==> config.mk <==
export PLATFORM = sky130hd
export DESIGN_NAME = dsack_controller
export DESIGN_NICKNAME = d
export VERILOG_FILES = /design/src/rtl/dsack_controller.sv
export SDC_FILE = /design/constraint.sdc
export NUM_CORES = 1
export LEC_CHECK = 0
export BUFFER_PORTS_ARGS = -buffer_cell sky130_fd_sc_hd__buf_2
export CAP_MARGIN = 20
export CORE_MARGIN = 1.5
export CORE_UTILIZATION = 50
export DETAILED_ROUTE_END_ITERATION = 10
export PLACE_DENSITY = 0.82
export SLEW_MARGIN = 20
export SYNTH_ARGS = -nofsm -noshare
export SYNTH_HDL_FRONTEND = slang
export SYNTH_SLANG_ARGS = --single-unit
==> constraint.sdc <==
create_clock -name clock -period 2.9 [get_ports clock]
set_clock_uncertainty 0.2 [all_clocks]
set_input_delay 0.145 -clock clock [delete_from_list [all_inputs] [get_ports clock]]
set_output_delay 0.145 -clock clock [all_outputs]
set_load 0.02 [all_outputs]
==> src/rtl/dsack_controller.sv <==
// ---------------------------------------------------------------------------
// dsack_controller
//
// Bus-cycle terminator for the 68030 glue logic. Watches the address strobe
// and the decoder's one-hot device selects, counts a per-channel programmable
// number of wait states, honours a per-channel external hold, then drives the
// CPU DSACK code for the selected port width. A watchdog raises a bus error
// when a device never releases its hold. A malformed select (none or several
// bits set) is also terminated with a bus error.
//
// Ports:
//   clock          system clock, all state changes on the rising edge
//   reset          asynchronous active-high reset
//   as             address strobe, positive logic
//   cs             one-hot device selects, qualified by as
//   port_width     per-channel active-low DSACK code, channel i at [2i+1:2i]
//   ext_wait       per-channel device-not-ready hold, active-high
//   cfg_write      one-clock strobe loading wait[cfg_chan] <= cfg_wait
//   cfg_chan       channel to program
//   cfg_wait       wait count to load
//   n_dsack        registered CPU DSACK, active-low
//   berr           registered bus error, positive logic
//   busy           high whenever the FSM is not idle
//   timeout_event  one-clock pulse on a watchdog timeout
//   timeout_chan   channel latched at the most recent timeout
// ---------------------------------------------------------------------------
module dsack_controller #(
    parameter int CHANNELS       = 8,
    parameter int WAIT_WIDTH     = 4,
    parameter int TIMEOUT_WIDTH  = 8,
    parameter int TIMEOUT_CYCLES = 200,
    parameter int DEFAULT_WAIT   = 2
) (
    input  logic                        clock,
    input  logic                        reset,
    input  logic                        as,
    input  logic [CHANNELS-1:0]         cs,
    input  logic [2*CHANNELS-1:0]       port_width,
    input  logic [CHANNELS-1:0]         ext_wait,
    input  logic                        cfg_write,
    input  logic [$clog2(CHANNELS)-1:0] cfg_chan,
    input  logic [WAIT_WIDTH-1:0]       cfg_wait,
    output logic [1:0]                  n_dsack,
    output logic                        berr,
    output logic                        busy,
    output logic                        timeout_event,
    output logic [$clog2(CHANNELS)-1:0] timeout_chan
);

    localparam int CW = $clog2(CHANNELS);

    localparam logic [WAIT_WIDTH-1:0]    WAIT_RST  = WAIT_WIDTH'(DEFAULT_WAIT);
    localparam logic [WAIT_WIDTH-1:0]    WAIT_ZERO = {WAIT_WIDTH{1'b0}};
    localparam logic [WAIT_WIDTH-1:0]    WAIT_ONE  = WAIT_WIDTH'(1);
    localparam logic [TIMEOUT_WIDTH-1:0] TMO_ZERO  = {TIMEOUT_WIDTH{1'b0}};
    localparam logic [TIMEOUT_WIDTH-1:0] TMO_ONE   = TIMEOUT_WIDTH'(1);
    // Last WAIT edge that may still terminate normally; reaching it without
    // an acknowledge means the device has hung the bus.
    localparam logic [TIMEOUT_WIDTH-1:0] TMO_LAST  = TIMEOUT_WIDTH'(TIMEOUT_CYCLES - 1);
    localparam logic [CW:0]              CHAN_LIM  = CHANNELS[CW:0];
    localparam logic [CHANNELS-1:0]      CS_ONE    = CHANNELS'(1);

    typedef enum logic [1:0] {
        ST_IDLE = 2'b00,
        ST_WAIT = 2'b01,
        ST_ACK  = 2'b10,
        ST_ERR  = 2'b11
    } state_t;

    // True when exactly one select bit is set.
    function automatic logic is_onehot(input logic [CHANNELS-1:0] v);
        return (v != {CHANNELS{1'b0}}) && ((v & (v - CS_ONE)) == {CHANNELS{1'b0}});
    endfunction

    // Index of the (highest) set bit; only meaningful for a one-hot vector.
    function automatic logic [CW-1:0] onehot_index(input logic [CHANNELS-1:0] v);
        logic [CW-1:0] idx;
        idx = {CW{1'b0}};
        for (int i = 0; i < CHANNELS; i++) begin
            if (v[i]) begin
                idx = CW'(i);
            end
        end
        return idx;
    endfunction

    logic [WAIT_WIDTH-1:0]    wait_r [CHANNELS];
    state_t                   state_r;
    logic [CW-1:0]            ch_r;
    logic [1:0]               pw_r;
    logic [WAIT_WIDTH-1:0]    cnt_r;
    logic [TIMEOUT_WIDTH-1:0] tmo_r;
    logic [1:0]               n_dsack_r;
    logic                     berr_r;
    logic                     busy_r;
    logic                     tev_r;
    logic [CW-1:0]            tchan_r;

    logic                     cs_valid_s;
    logic [CW-1:0]            cs_idx_s;
    logic [WAIT_WIDTH-1:0]    wait_sel_s;
    logic [1:0]               pw_sel_s;
    logic                     ack_now_s;
    logic                     tmo_hit_s;
    logic                     cfg_ok_s;

    // Decode of the incoming select and the per-cycle terminate conditions.
    always_comb begin
        cs_valid_s = is_onehot(cs);
        cs_idx_s   = onehot_index(cs);
        wait_sel_s = wait_r[cs_idx_s];
        pw_sel_s   = port_width[{cs_idx_s, 1'b0} +: 2];
        ack_now_s  = (cnt_r == WAIT_ZERO) && !ext_wait[ch_r];
        tmo_hit_s  = (tmo_r == TMO_LAST);
        cfg_ok_s   = ({1'b0, cfg_chan} < CHAN_LIM);
    end

    // Per-channel wait-count registers, written by the configuration strobe.
    always_ff @(posedge clock or posedge reset) begin
        if (reset) begin
            for (int i = 0; i < CHANNELS; i++) begin
                wait_r[i] <= WAIT_RST;
            end
        end else if (cfg_write && cfg_ok_s) begin
            wait_r[cfg_chan] <= cfg_wait;
        end
    end

    // Bus-cycle state machine with registered DSACK/BERR/status outputs.
    always_ff @(posedge clock or posedge reset) begin
        if (reset) begin
            state_r   <= ST_IDLE;
            ch_r      <= {CW{1'b0}};
            pw_r      <= 2'b11;
            cnt_r     <= WAIT_ZERO;
            tmo_r     <= TMO_ZERO;
            n_dsack_r <= 2'b11;
            berr_r    <= 1'b0;
            busy_r    <= 1'b0;
            tev_r     <= 1'b0;
            tchan_r   <= {CW{1'b0}};
        end else begin
            tev_r <= 1'b0;
            case (state_r)
                ST_IDLE: begin
                    if (as) begin
                        busy_r <= 1'b1;
                        if (cs_valid_s) begin
                            // Select and port width are frozen here; later
                            // changes on cs/port_width do not matter.
                            ch_r    <= cs_idx_s;
                            pw_r    <= pw_sel_s;
                            cnt_r   <= wait_sel_s;
                            tmo_r   <= TMO_ZERO;
                            state_r <= ST_WAIT;
                        end else begin
                            // berr follows one edge later, from ST_ERR.
                            state_r <= ST_ERR;
                        end
                    end else begin
                        busy_r <= 1'b0;
                    end
                end
                ST_WAIT: begin
                    if (!as) begin
                        // Aborted cycle: leave silently.
                        state_r <= ST_IDLE;
                        busy_r  <= 1'b0;
                    end else if (ack_now_s) begin
                        // Acknowledge takes priority over a coincident timeout.
                        state_r   <= ST_ACK;
                        n_dsack_r <= pw_r;
                    end else if (tmo_hit_s) begin
                        state_r <= ST_ERR;
                        berr_r  <= 1'b1;
                        tev_r   <= 1'b1;
                        tchan_r <= ch_r;
                    end else begin
                        if (cnt_r != WAIT_ZERO) begin
                            cnt_r <= cnt_r - WAIT_ONE;
                        end
                        tmo_r <= tmo_r + TMO_ONE;
                    end
                end
                ST_ACK: begin
                    if (!as) begin
                        state_r   <= ST_IDLE;
                        n_dsack_r <= 2'b11;
                        busy_r    <= 1'b0;
                    end
                end
                ST_ERR: begin
                    if (!as) begin
                        state_r <= ST_IDLE;
                        berr_r  <= 1'b0;
                        busy_r  <= 1'b0;
                    end else begin
                        berr_r <= 1'b1;
                    end
                end
                default: begin
                    state_r   <= ST_IDLE;
                    n_dsack_r <= 2'b11;
                    berr_r    <= 1'b0;
                    busy_r    <= 1'b0;
                end
            endcase
        end
    end

    assign n_dsack       = n_dsack_r;
    assign berr          = berr_r;
    assign busy          = busy_r;
    assign timeout_event = tev_r;
    assign timeout_chan  = tchan_r;

endmodule
==> reports/results.ini <==
[run_status]
status = complete, no violations

[placed_design]
port_buffers = 50
hpwl_um = 5244
placed_area_um2 = 3618
finalWeightedCongestion = 0.8279

[clocking]
insertion_delay_ns = 0.35
cts_max_level = 3
cts.clk_slew.worst_paths_ns = 0.07
cts_tree = yes
ctsRootBufferMaster = clkbuf_8
cts_buffer_depth = 2
clock_sinks = 59
cts_buffers = 9

[sta]
slew_headroom_pct = 48.00
tightest_slew_ns = 0.7789
finalHoldViolations = 0
fin_crit_sh_pct = 95.00
setup_viol = 0
setup-tns-final_ns = 0
grt_setup_unrepaired = false
fmax_ghz = 0.3630
hold_ws_ns = 0.1266
drv_slew = 0
period_needed_ns = 2.755

[cells_and_area]
n_antenna_cell = 0
area_delta_synth_final_pct = 21.48
final_nets = 418
final_layout_size_suffix_gt1_share_pct = 38.73
fin_area_um2 = 4019
fin_util_pct = 62.93

[setup_path]
cp.arrival_ns = 2.84
start_kind = primary input
critPathMaxFanout = 11
worstSetupPathType = primary input to flip-flop
cp.required_ns = 2.99
end_kind = flip-flop

[drt]
vias_per_cell = 5.670
drc = 0
drt_wl_total_um = 7389
wl_per_cell_um = 16.28
drtPass1Iterations = 4
ant_nets = 0
vias = 2574
drt_iter0_markers = 179

[pwr]
seq_power_share_pct = 43.7
p_sw_share_pct = 28.77
p_int_mw = 1.870
p_clk_share_pct = 32.8
leakage_nw = 1.793
power_density_nw_per_um2 = 653.3
switchingPower_uw = 755.2
ir_drop_uv = 449.6
power_frac_comb_pct = 23.5

[global_route]
grt_max_degree = 37
grt_first_pass_wirelength_um = 11760
grt.total_usage_pct = 21.05
grt_pass1_vias = 2501
overflow = 0
antenna_found_initial = 0

[floorplan]
die_y_um = 84.34
die_x_um = 84.34
io_pins = 51
row_count = 29
coreArea_um2 = 6386
initial_core_util_pct = 51.80
die_area_um2 = 7113

[synthesis]
syn_nets = 347
synth.area.top_cells = dfrtp_1, mux2_2, dfstp_2
synth_cells = 301
synth_top_cell_by_area = dfrtp_1
async_reset_ff_share_pct = 100.0
syn_avg_cell_area_um2 = 10.99
synth-edff-count = 0
yosys.area.top_type_share_pct = 35.55
ys_warn_count = 0
yosysSeqAreaShare_pct = 45.08
netlist_top_cells_count = dfrtp_1, mux2_2, nor2_1
yosysUniqueCellTypes = 59
yosysMostFrequentCell = dfrtp_1
ys_ff_latch = 59
synth-main-ff-cell = dfrtp_1
netlist_area_um2 = 3308

[hold_path]
hold_class = primary input to flip-flop

[flow_run]
drv_cap = 0

power by group through the flow:
stage / combinational, mW / sequential, mW / clock, mW
floorplan: 0.431 / 1.13 / 0
CTS: 0.608 / 1.14 / 0.868
detailed placement: 0.586 / 1.16 / 0
finish: 0.617 / 1.15 / 0.861
global route: 0.678 / 1.17 / 0.899
global placement: 0.557 / 1.15 / 0
per-layer routing:
metal / share of wire (%) / routed length, um / up-vias / GRT usage (%)
li1: - / - / 1235 / -
met1: 44 / 3271 / 1271 / 25.65
met2: 50 / 3684 / 58 / 35.85
met3: 4.6 / 337 / 10 / 6.588
met4: 1.3 / 95 / 0 / 6.598
met5: 0 / 0 / - / 0
sequential cells by signal, summed over array words and instances (netlist names):
register	cells
timeout_chan	3
ch_r	3
cnt_r	4
pw_r	2
timeout_event	1
busy	1
tmo_r	8
berr	1
n_dsack	2
wait_r	32
state_r	2
metrics by stage:
stage	power, mW	worst slack [ns]	cells
6_report	2.625	0.1449	454
5_1_grt	2.744	0.006270	454
4_1_cts	2.618	0.1394	449
3_5_place_dp	1.743	0.5878	421
3_3_place_gp	1.705	0.6805	421
2_1_floorplan	1.558	0.6380	301
cell usage in the layout (no fill, tap or decap), types with 3 or more instances in the layout:
cell type,n
buf_4,9
a211oi_1,3
buf_2,50
and2_1,4
o211ai_1,3
nor2_1,29
nand3_1,7
a31oi_1,4
o31ai_1,3
inv_1,9
mux2_2,39
nand2_1,22
dlygate4sd3_1,12
dfrtp_1,47
nor3b_1,3
xor2_1,5
ha_1,3
dfstp_2,12
clkbuf_8,11
nand4_1,7
a21oi_1,12
nand4b_1,3
o21a_1,3
mux2i_1,14
o21ai_0,8
nor3_1,4
layout make-up:
cell class | count | area [um^2]
Clock buffer | 12 | 155.1
Clock inverter | 4 | 72.57
Fill cell | 519 | 2367
Inverter | 11 | 41.29
Multi-Input combinational cell | 218 | 1684
Sequential cell | 59 | 1491
Tap cell | 77 | 96.34
Timing Repair Buffer | 73 | 478.0
timing repair:
| action | 4_1_cts | 5_1_grt |
|---|---|---|
| resized for setup | 0 | 1 |
| setup buffers | 0 | 5 |
| setup endpoints to repair | 0 | 1 |
| endpoints found under the hold margin | 69 | 0 |
| hold buffers | 12 | 0 |
kinds of logic (layout without fill, tap and decap cells):
kind of cell | Yosys count | after routing | share of synthesized area [%]
muxes | 56 | 56 | 19.33
buffers and inverters | 24 | 100 | 4.084
DFF | 59 | 59 | 45.08
AOI/OAI and AO/OA | 56 | 56 | 13.54
and+or+nand+nor | 96 | 96 | 14.98
xor gates and xnor gates | 7 | 7 | 1.853
adders and majority gates | 3 | 3 | 1.135
critical path, stage by stage:
cell,delay (ns)
buf_2,0.12
nor2b_2,0.18
o21ai_0,0.46
nand2_2,0.30
a211oi_1,0.31
a311o_1,0.15
dlygate4sd3_1,0.54
a31oi_1,0.08
dlygate4sd3_1,0.56
path summary, 6_finish.rpt:
check / startpoint / end / slack, ns / cells past startpoint
worst max-delay path: cs[1] / pw_r[0] / 0.14 / 9
worst min-delay path: cfg_chan[2] / wait_r[27] / 0.13 / 3
worst max register to register: state_r[0] / pw_r[1] / 0.49 / 7
worst min register to register: berr / berr / 0.27 / 2
max in group asynchronous: reset / wait_r[13] / 1.54 / 4
min in group asynchronous: reset / timeout_event / 0.28 / 3
No activity file was read; power rests on OpenSTA's default activity.
